<file path="src/rtl/fifo_rd_stream_pkg.sv">
// Shared read/write-side FIFO definitions: default geometry, Gray helpers,
// and the output-buffer occupancy encoding.
package fifo_rd_stream_pkg;

  localparam int unsigned FIFO_ADDR_W = 8;
  localparam int unsigned FIFO_DATA_W = 8;

  typedef enum logic [1:0] {
    OCC_NONE = 2'd0,
    OCC_ONE  = 2'd1,
    OCC_TWO  = 2'd2
  } occ_e;

  function automatic logic [31:0] bin2gray(input logic [31:0] bin);
    return bin ^ (bin >> 1);
  endfunction

  function automatic logic [31:0] gray2bin(input logic [31:0] gray);
    logic [31:0] bin;
    bin = gray;
    for (int unsigned i = 1; i < 32; i++) begin
      bin = bin ^ (gray >> i);
    end
    return bin;
  endfunction

endpackage

</file>
<file path="src/rtl/fifo_out_skid.sv">
// Two-entry output buffer that absorbs the RAM read latency and presents a
// valid/ready stream; head is held stable until popped.
module fifo_out_skid
  import fifo_rd_stream_pkg::*;
#(
  parameter int unsigned DATA_W = FIFO_DATA_W
) (
  input  logic              clk,
  input  logic              rst,
  input  logic              push,
  input  logic [DATA_W-1:0] push_data,
  input  logic              pop,
  output logic              m_valid,
  output logic [DATA_W-1:0] m_data,
  output logic [1:0]        occ
);

  occ_e              state, state_nxt;
  logic [DATA_W-1:0] head, head_nxt;
  logic [DATA_W-1:0] tail, tail_nxt;

  always_ff @(posedge clk or posedge rst) begin
    if (rst) begin
      state <= OCC_NONE;
      head  <= '0;
      tail  <= '0;
    end else begin
      state <= state_nxt;
      head  <= head_nxt;
      tail  <= tail_nxt;
    end
  end

  // A push into a full buffer cannot happen: the reader throttles issue so
  // occupancy plus in-flight never exceeds two.
  always_comb begin
    state_nxt = state;
    head_nxt  = head;
    tail_nxt  = tail;
    case (state)
      OCC_NONE: begin
        if (push) begin
          head_nxt  = push_data;
          state_nxt = OCC_ONE;
        end
      end
      OCC_ONE: begin
        case ({push, pop})
          2'b10: begin
            tail_nxt  = push_data;
            state_nxt = OCC_TWO;
          end
          2'b01: state_nxt = OCC_NONE;
          2'b11: head_nxt = push_data;
          default: ;
        endcase
      end
      OCC_TWO: begin
        if (pop) begin
          head_nxt = tail;
          if (push) tail_nxt = push_data;
          else      state_nxt = OCC_ONE;
        end
      end
      default: state_nxt = OCC_NONE;
    endcase
  end

  assign m_valid = (state != OCC_NONE);
  assign m_data  = head;
  assign occ     = state;

endmodule

</file>
<file path="src/rtl/fifo_rd_stream.sv">
// Read-side controller of the dual-clock FIFO: read pointer (binary/Gray),
// RAM read address, empty flag, fill level and the output stream.
module fifo_rd_stream
  import fifo_rd_stream_pkg::*;
#(
  parameter int unsigned ADDR_W = FIFO_ADDR_W,
  parameter int unsigned DATA_W = FIFO_DATA_W
) (
  input  logic              r_clk,
  input  logic              r_rst,
  input  logic [ADDR_W:0]   r_wptr_gray_sync,
  output logic [ADDR_W:0]   r_ptr_gray,
  output logic [ADDR_W-1:0] r_addr,
  input  logic [DATA_W-1:0] r_data,
  output logic              r_empty,
  output logic [ADDR_W:0]   r_level,
  output logic              m_valid,
  input  logic              m_ready,
  output logic [DATA_W-1:0] m_data
);

  localparam int unsigned PW = ADDR_W + 1;

  logic [ADDR_W:0] r_bin;
  logic [ADDR_W:0] r_bin_nxt;
  logic [ADDR_W:0] r_gray_nxt;
  logic [ADDR_W:0] w_bin;
  logic            inflight;
  logic [1:0]      occ;
  logic [2:0]      committed;
  logic            pop;
  logic            issue;

  assign r_empty    = (r_ptr_gray == r_wptr_gray_sync);
  assign r_addr     = r_bin[ADDR_W-1:0];
  assign r_bin_nxt  = r_bin + 1'b1;
  assign r_gray_nxt = PW'(bin2gray(32'(r_bin_nxt)));
  assign w_bin      = PW'(gray2bin(32'(r_wptr_gray_sync)));

  assign pop = m_valid & m_ready;

  // Words already owned by the read side after this edge: buffered plus the
  // one arriving from RAM, minus the one leaving. Never negative since pop
  // implies a buffered word.
  assign committed = 3'(occ) + 3'(inflight) - 3'(pop);
  assign issue     = !r_empty && (committed < 3'd2);

  always_ff @(posedge r_clk or posedge r_rst) begin
    if (r_rst) begin
      r_bin      <= '0;
      r_ptr_gray <= '0;
      r_level    <= '0;
      inflight   <= 1'b0;
    end else begin
      if (issue) begin
        r_bin      <= r_bin_nxt;
        r_ptr_gray <= r_gray_nxt;
      end
      inflight <= issue;
      r_level  <= w_bin - r_bin;
    end
  end

  fifo_out_skid #(
    .DATA_W (DATA_W)
  ) u_skid (
    .clk       (r_clk),
    .rst       (r_rst),
    .push      (inflight),
    .push_data (r_data),
    .pop       (pop),
    .m_valid   (m_valid),
    .m_data    (m_data),
    .occ       (occ)
  );

endmodule

</file>
<file path="config.mk">
export PLATFORM = sky130hd
export DESIGN_NAME = fifo_rd_stream
export DESIGN_NICKNAME = d
export VERILOG_FILES = /design/src/rtl/fifo_rd_stream_pkg.sv /design/src/rtl/fifo_out_skid.sv /design/src/rtl/fifo_rd_stream.sv
export SDC_FILE = /design/constraint.sdc
export NUM_CORES = 1
export LEC_CHECK = 0
export CAP_MARGIN = 25
export CELL_PAD_IN_SITES_DETAIL_PLACEMENT = 1
export CELL_PAD_IN_SITES_GLOBAL_PLACEMENT = 2
export CORE_UTILIZATION = 34
export DETAILED_ROUTE_END_ITERATION = 12
export PLACE_DENSITY = 0.95
export SETUP_SLACK_MARGIN = 0.5
export SLEW_MARGIN = 15
export SYNTH_ARGS = -nofsm -noshare
export SYNTH_HDL_FRONTEND = slang
export SYNTH_SLANG_ARGS = --single-unit
</file>
<file path="constraint.sdc">
create_clock -name r_clk -period 6.7 [get_ports r_clk]
set_clock_uncertainty 0.2 [all_clocks]
set_input_delay 1.34 -clock r_clk [delete_from_list [all_inputs] [get_ports r_clk]]
set_output_delay 1.34 -clock r_clk [all_outputs]
set_load 0.005 [all_outputs]
</file>
==> summary.txt <==
Status
  • Outcome: finished clean

STA
  • Setup TNS: 0 ns
  • Unrepaired setup endpoints after global routing: false
  • Max-slew violation count: 0
  • Hold Fails Final Rpt: 0
  • Highest clock frequency the design can meet: 0.2108 GHz
  • Min Clock Period, post-route: 4.745 ns
  • Slew of the pin with the lowest slew margin: 0.8563 ns
  • Final worst hold slack: 0.3110 ns
  • Relative max-transition margin: 42.91%
  • Setup violation total in the final timing report: 0
  • Final period utilization: 70.82%

Drt
  • Number of violations reported at the end of detailed-routing iteration 0: 72
  • Per-cell routed wire length: 14.79 microns
  • Length of the first detailed-routing pass in iterations: 4
  • Mean number of vias per cell: 4.656
  • Number of vias after detailed routing: 1802
  • ANT nets after route: 0
  • Total Wirelength: 5.725 mm
  • Residual DRC: 0

GRT
  • Global-route wire length before repair: 9.466 mm
  • Aggregate global routing overflow: 0
  • GRT Resource Usage Total: 16.26%
  • Maximum number of pins on one net before global-route repair: 46
  • Vias in the first global route: 1953
  • Initial antenna violation count: 0

Yosys
  • Dominant register cell in the synthesized netlist: sky130_fd_sc_hd__dfrtp_1
  • Part of the Yosys area used for sequential elements: 45.82%
  • Synthesized netlist cell count: 231
  • Count of flip-flops with a built-in enable after synthesis: 0
  • Async set or reset register ratio after synthesis: 100.0%
  • Largest area contributor in the synthesized netlist: sky130_fd_sc_hd__dfrtp_1
  • Synthesis Warnings: 0
  • Number of storage elements in the synthesis netlist: 45
  • Synth area leaders: sky130_fd_sc_hd__dfrtp_1 46%, sky130_fd_sc_hd__xnor2_1 14%, sky130_fd_sc_hd__ha_1 5.1%
  • Synthesized area per cell: 10.64 sq um
  • Total nets after synthesis: 263
  • Distinct cell type count after synthesis: 31
  • Netlist Area Pre-Place: 2457 sq um
  • Share of the synthesized area in the top cell type: 45.82%

CTS
  • Gates resized, CTS repair: 0
  • CTS Root Buffer Type: sky130_fd_sc_hd__clkbuf_8
  • Cts-stage hold buffer count: 0
  • TritonCTS clock tree: built
  • Number of CTS-inserted buffers: 5
  • # H-tree levels: 2
  • Insertion delay to the later sink of the worst-skew pair: 0.29 ns
  • Clock transition at the register clock pins on the worst setup and hold paths after CTS: 0.08 ns
  • Clock sink total: 45
  • Post-CTS Setup Bufs: 0
  • Longest Clk Path Bufs: 2

Setup path
  • R2R depth: 8
  • Cells along the critical path: clkdlybuf4s50_1 > xnor2_1 > nand3_1 > nor3_1 > clkdlybuf4s50_1
  • Reg-to-reg critical path startpoint: u_skid.occ[1]
  • Arrival time reported for the critical path endpoint: 3.20 ns
  • CP Data Required Time: 5.16 ns
  • Critical R2R Capture: r_ptr_gray[1]
  • Most repeated library cell on the critical path: sky130_fd_sc_hd__clkdlybuf4s50_1
  • Endpoint type of the worst setup path: output pin
  • Peak fanout along the critical path: 3
  • CP max-delay cell: sky130_fd_sc_hd__clkdlybuf4s50_1
  • Setup slack of the worst register-to-register path: 3.21 ns
  • Critical path startpoint category: primary input
  • Setup CP Type: primary input to output pin
  • Worst stage delay on the critical path: 0.59 ns

Power and ir drop
  • Portion of total power attributed to the clock network: 10.1%
  • Switching share of power: 39.89%
  • Peak ir drop on the vdd network: 142.3 uV
  • Relative contribution of combinational cells to total power: 58.2%
  • Leakage Power: 1.314 nW
  • Switching power of the nets: 0.0006558 W
  • Power per cell area: 512.4 nW/um^2
  • Internal power consumption: 0.0009881 W
  • Post-route total power: 0.001644 W
  • Sequential Power Share: 31.6%

Cells and area
  • Cell Count, Final, Fillers Out: 387
  • P&R area growth vs syn: 30.55%
  • Antenna Diode Count: 0
  • Most common library cell in the layout ignoring fill and taps: sky130_fd_sc_hd__clkdlybuf4s50_1
  • Final-stage net count: 322
  • Most frequent cells in the layout: 55 x sky130_fd_sc_hd__clkdlybuf4s50_1, 45 x sky130_fd_sc_hd__dfrtp_1, 40 x sky130_fd_sc_hd__xnor2_1
  • Fill cell total of the finished layout: 757
  • Fraction of layout cells with a size suffix above 1: 7.904%

Floorplanning
  • Die W: 87.02 microns
  • Standard-cell row count: 30
  • CORE AREA: 6869 sq um
  • Die area: 7572 sq um
  • Initial core utilization: 35.77%
  • Number of placed I/O pins: 56
  • Die Y-Extent: 87.02 microns

Placed design
  • Detail Placement HPWL: 4.436 mm
  • Cell count after placement: 378
  • Number of I/O port buffers: 55
  • Final estimated routing congestion in global placement: 0.7709

Min path
  • Kind of path behind the tightest hold check: flop to flop
  • Hold depth: 1
  • Launch point of the worst hold path: u_skid.occ[0]
  • Endpoint of the worst hold-timing path: u_skid.occ[0]

Job
  • Max-cap violations: 0
registers in the layout (all words and copies together) (netlist names):
register / flops
u_skid.occ: 2
inflight: 1
r_level: 9
r_ptr_gray: 8
u_skid.tail: 8
u_skid.m_data: 8
r_bin: 9
layout make-up:
class                           count  area [sq um]  share of cell area [%]
Timing Repair Buffer               57         565.5                   17.63
Sequential cell                    45          1126                   35.10
Inverter                           11         41.29                   1.287
Tap cell                           96         120.1                   3.744
Multi-Input combinational cell    170          1271                   39.63
Clock buffer                        7         76.32                   2.379
Clock inverter                      1         7.507                  0.2340
per-layer routing:
layer / vias up / track usage [%] / part of all wire [%]
met5: - / 0 / 0
met3: 5 / 3.033 / 3.1
met1: 886 / 20.95 / 46
met2: 32 / 28.06 / 50
met4: 0 / 4.091 / 0.91
li1: 879 / - / -
power by group through the flow:
stage               Combinational (W)  Sequential [W]  Clock [W]
finish                       0.000957        0.000520   0.000167
global route                  0.00107        0.000539   0.000185
CTS                          0.000971        0.000523   0.000172
detailed placement           0.000962        0.000529          0
global placement             0.000920        0.000521          0
floorplan                    0.000624        0.000505          0
cells by family after synthesis:
logic type	count (synthesis)	synth area share, %
adder cells (fa/ha/maj)	12	6.721
XOR/XNOR	51	19.40
AND/OR/NAND/NOR	58	10.64
AO/OA/AOI/OAI	31	7.128
buffers and inverters	16	2.444
flip-flops	45	45.82
multiplexers	18	7.841
cells in the mapped netlist (all sizes together) (3+ instances only):
| library cell | count |
|---|---|
| nor2 | 24 |
| mux2 | 10 |
| o22ai | 3 |
| mux2i | 8 |
| xnor2 | 41 |
| nor3 | 4 |
| xor2 | 10 |
| ha | 10 |
| nand3 | 5 |
| a21oi | 17 |
| nand2 | 12 |
| nand2b | 3 |
| clkbuf | 5 |
| nor2b | 4 |
| dfrtp | 45 |
| o21ai | 6 |
| inv | 11 |
critical path, delay by kind of cell:
family,cells,cell delay [ns]
simple gates,2,0.52
buf+inv,2,1.08
xor+xnor,1,0.28
metrics by stage:
step | util, % | setup WS, ns | cell area [sq um]
3_5_place_dp | 45.37 | 1.848 | 3117
2_1_floorplan | - | 2.691 | 2457
6_report | 46.70 | 1.955 | 3208
3_3_place_gp | 45.37 | 1.974 | 3117
5_1_grt | 46.70 | 1.881 | 3208
4_1_cts | 46.59 | 1.966 | 3201
worst max-delay path by stage:
stage                         from    endpoint  slack (ns)  depth (start not counted)
6_report       r_wptr_gray_sync[6]     r_empty        1.96                          5
5_1_grt        r_wptr_gray_sync[8]     r_empty        1.88                          5
2_1_floorplan  r_wptr_gray_sync[7]  r_level[8]        2.69                         13
4_1_cts        r_wptr_gray_sync[6]     r_empty        1.97                          5
3_3_place_gp   r_wptr_gray_sync[8]  r_level[8]        1.97                         14
3_5_place_dp   r_wptr_gray_sync[7]  r_level[8]        1.85                         14
Power figures use the tool's default switching activity.
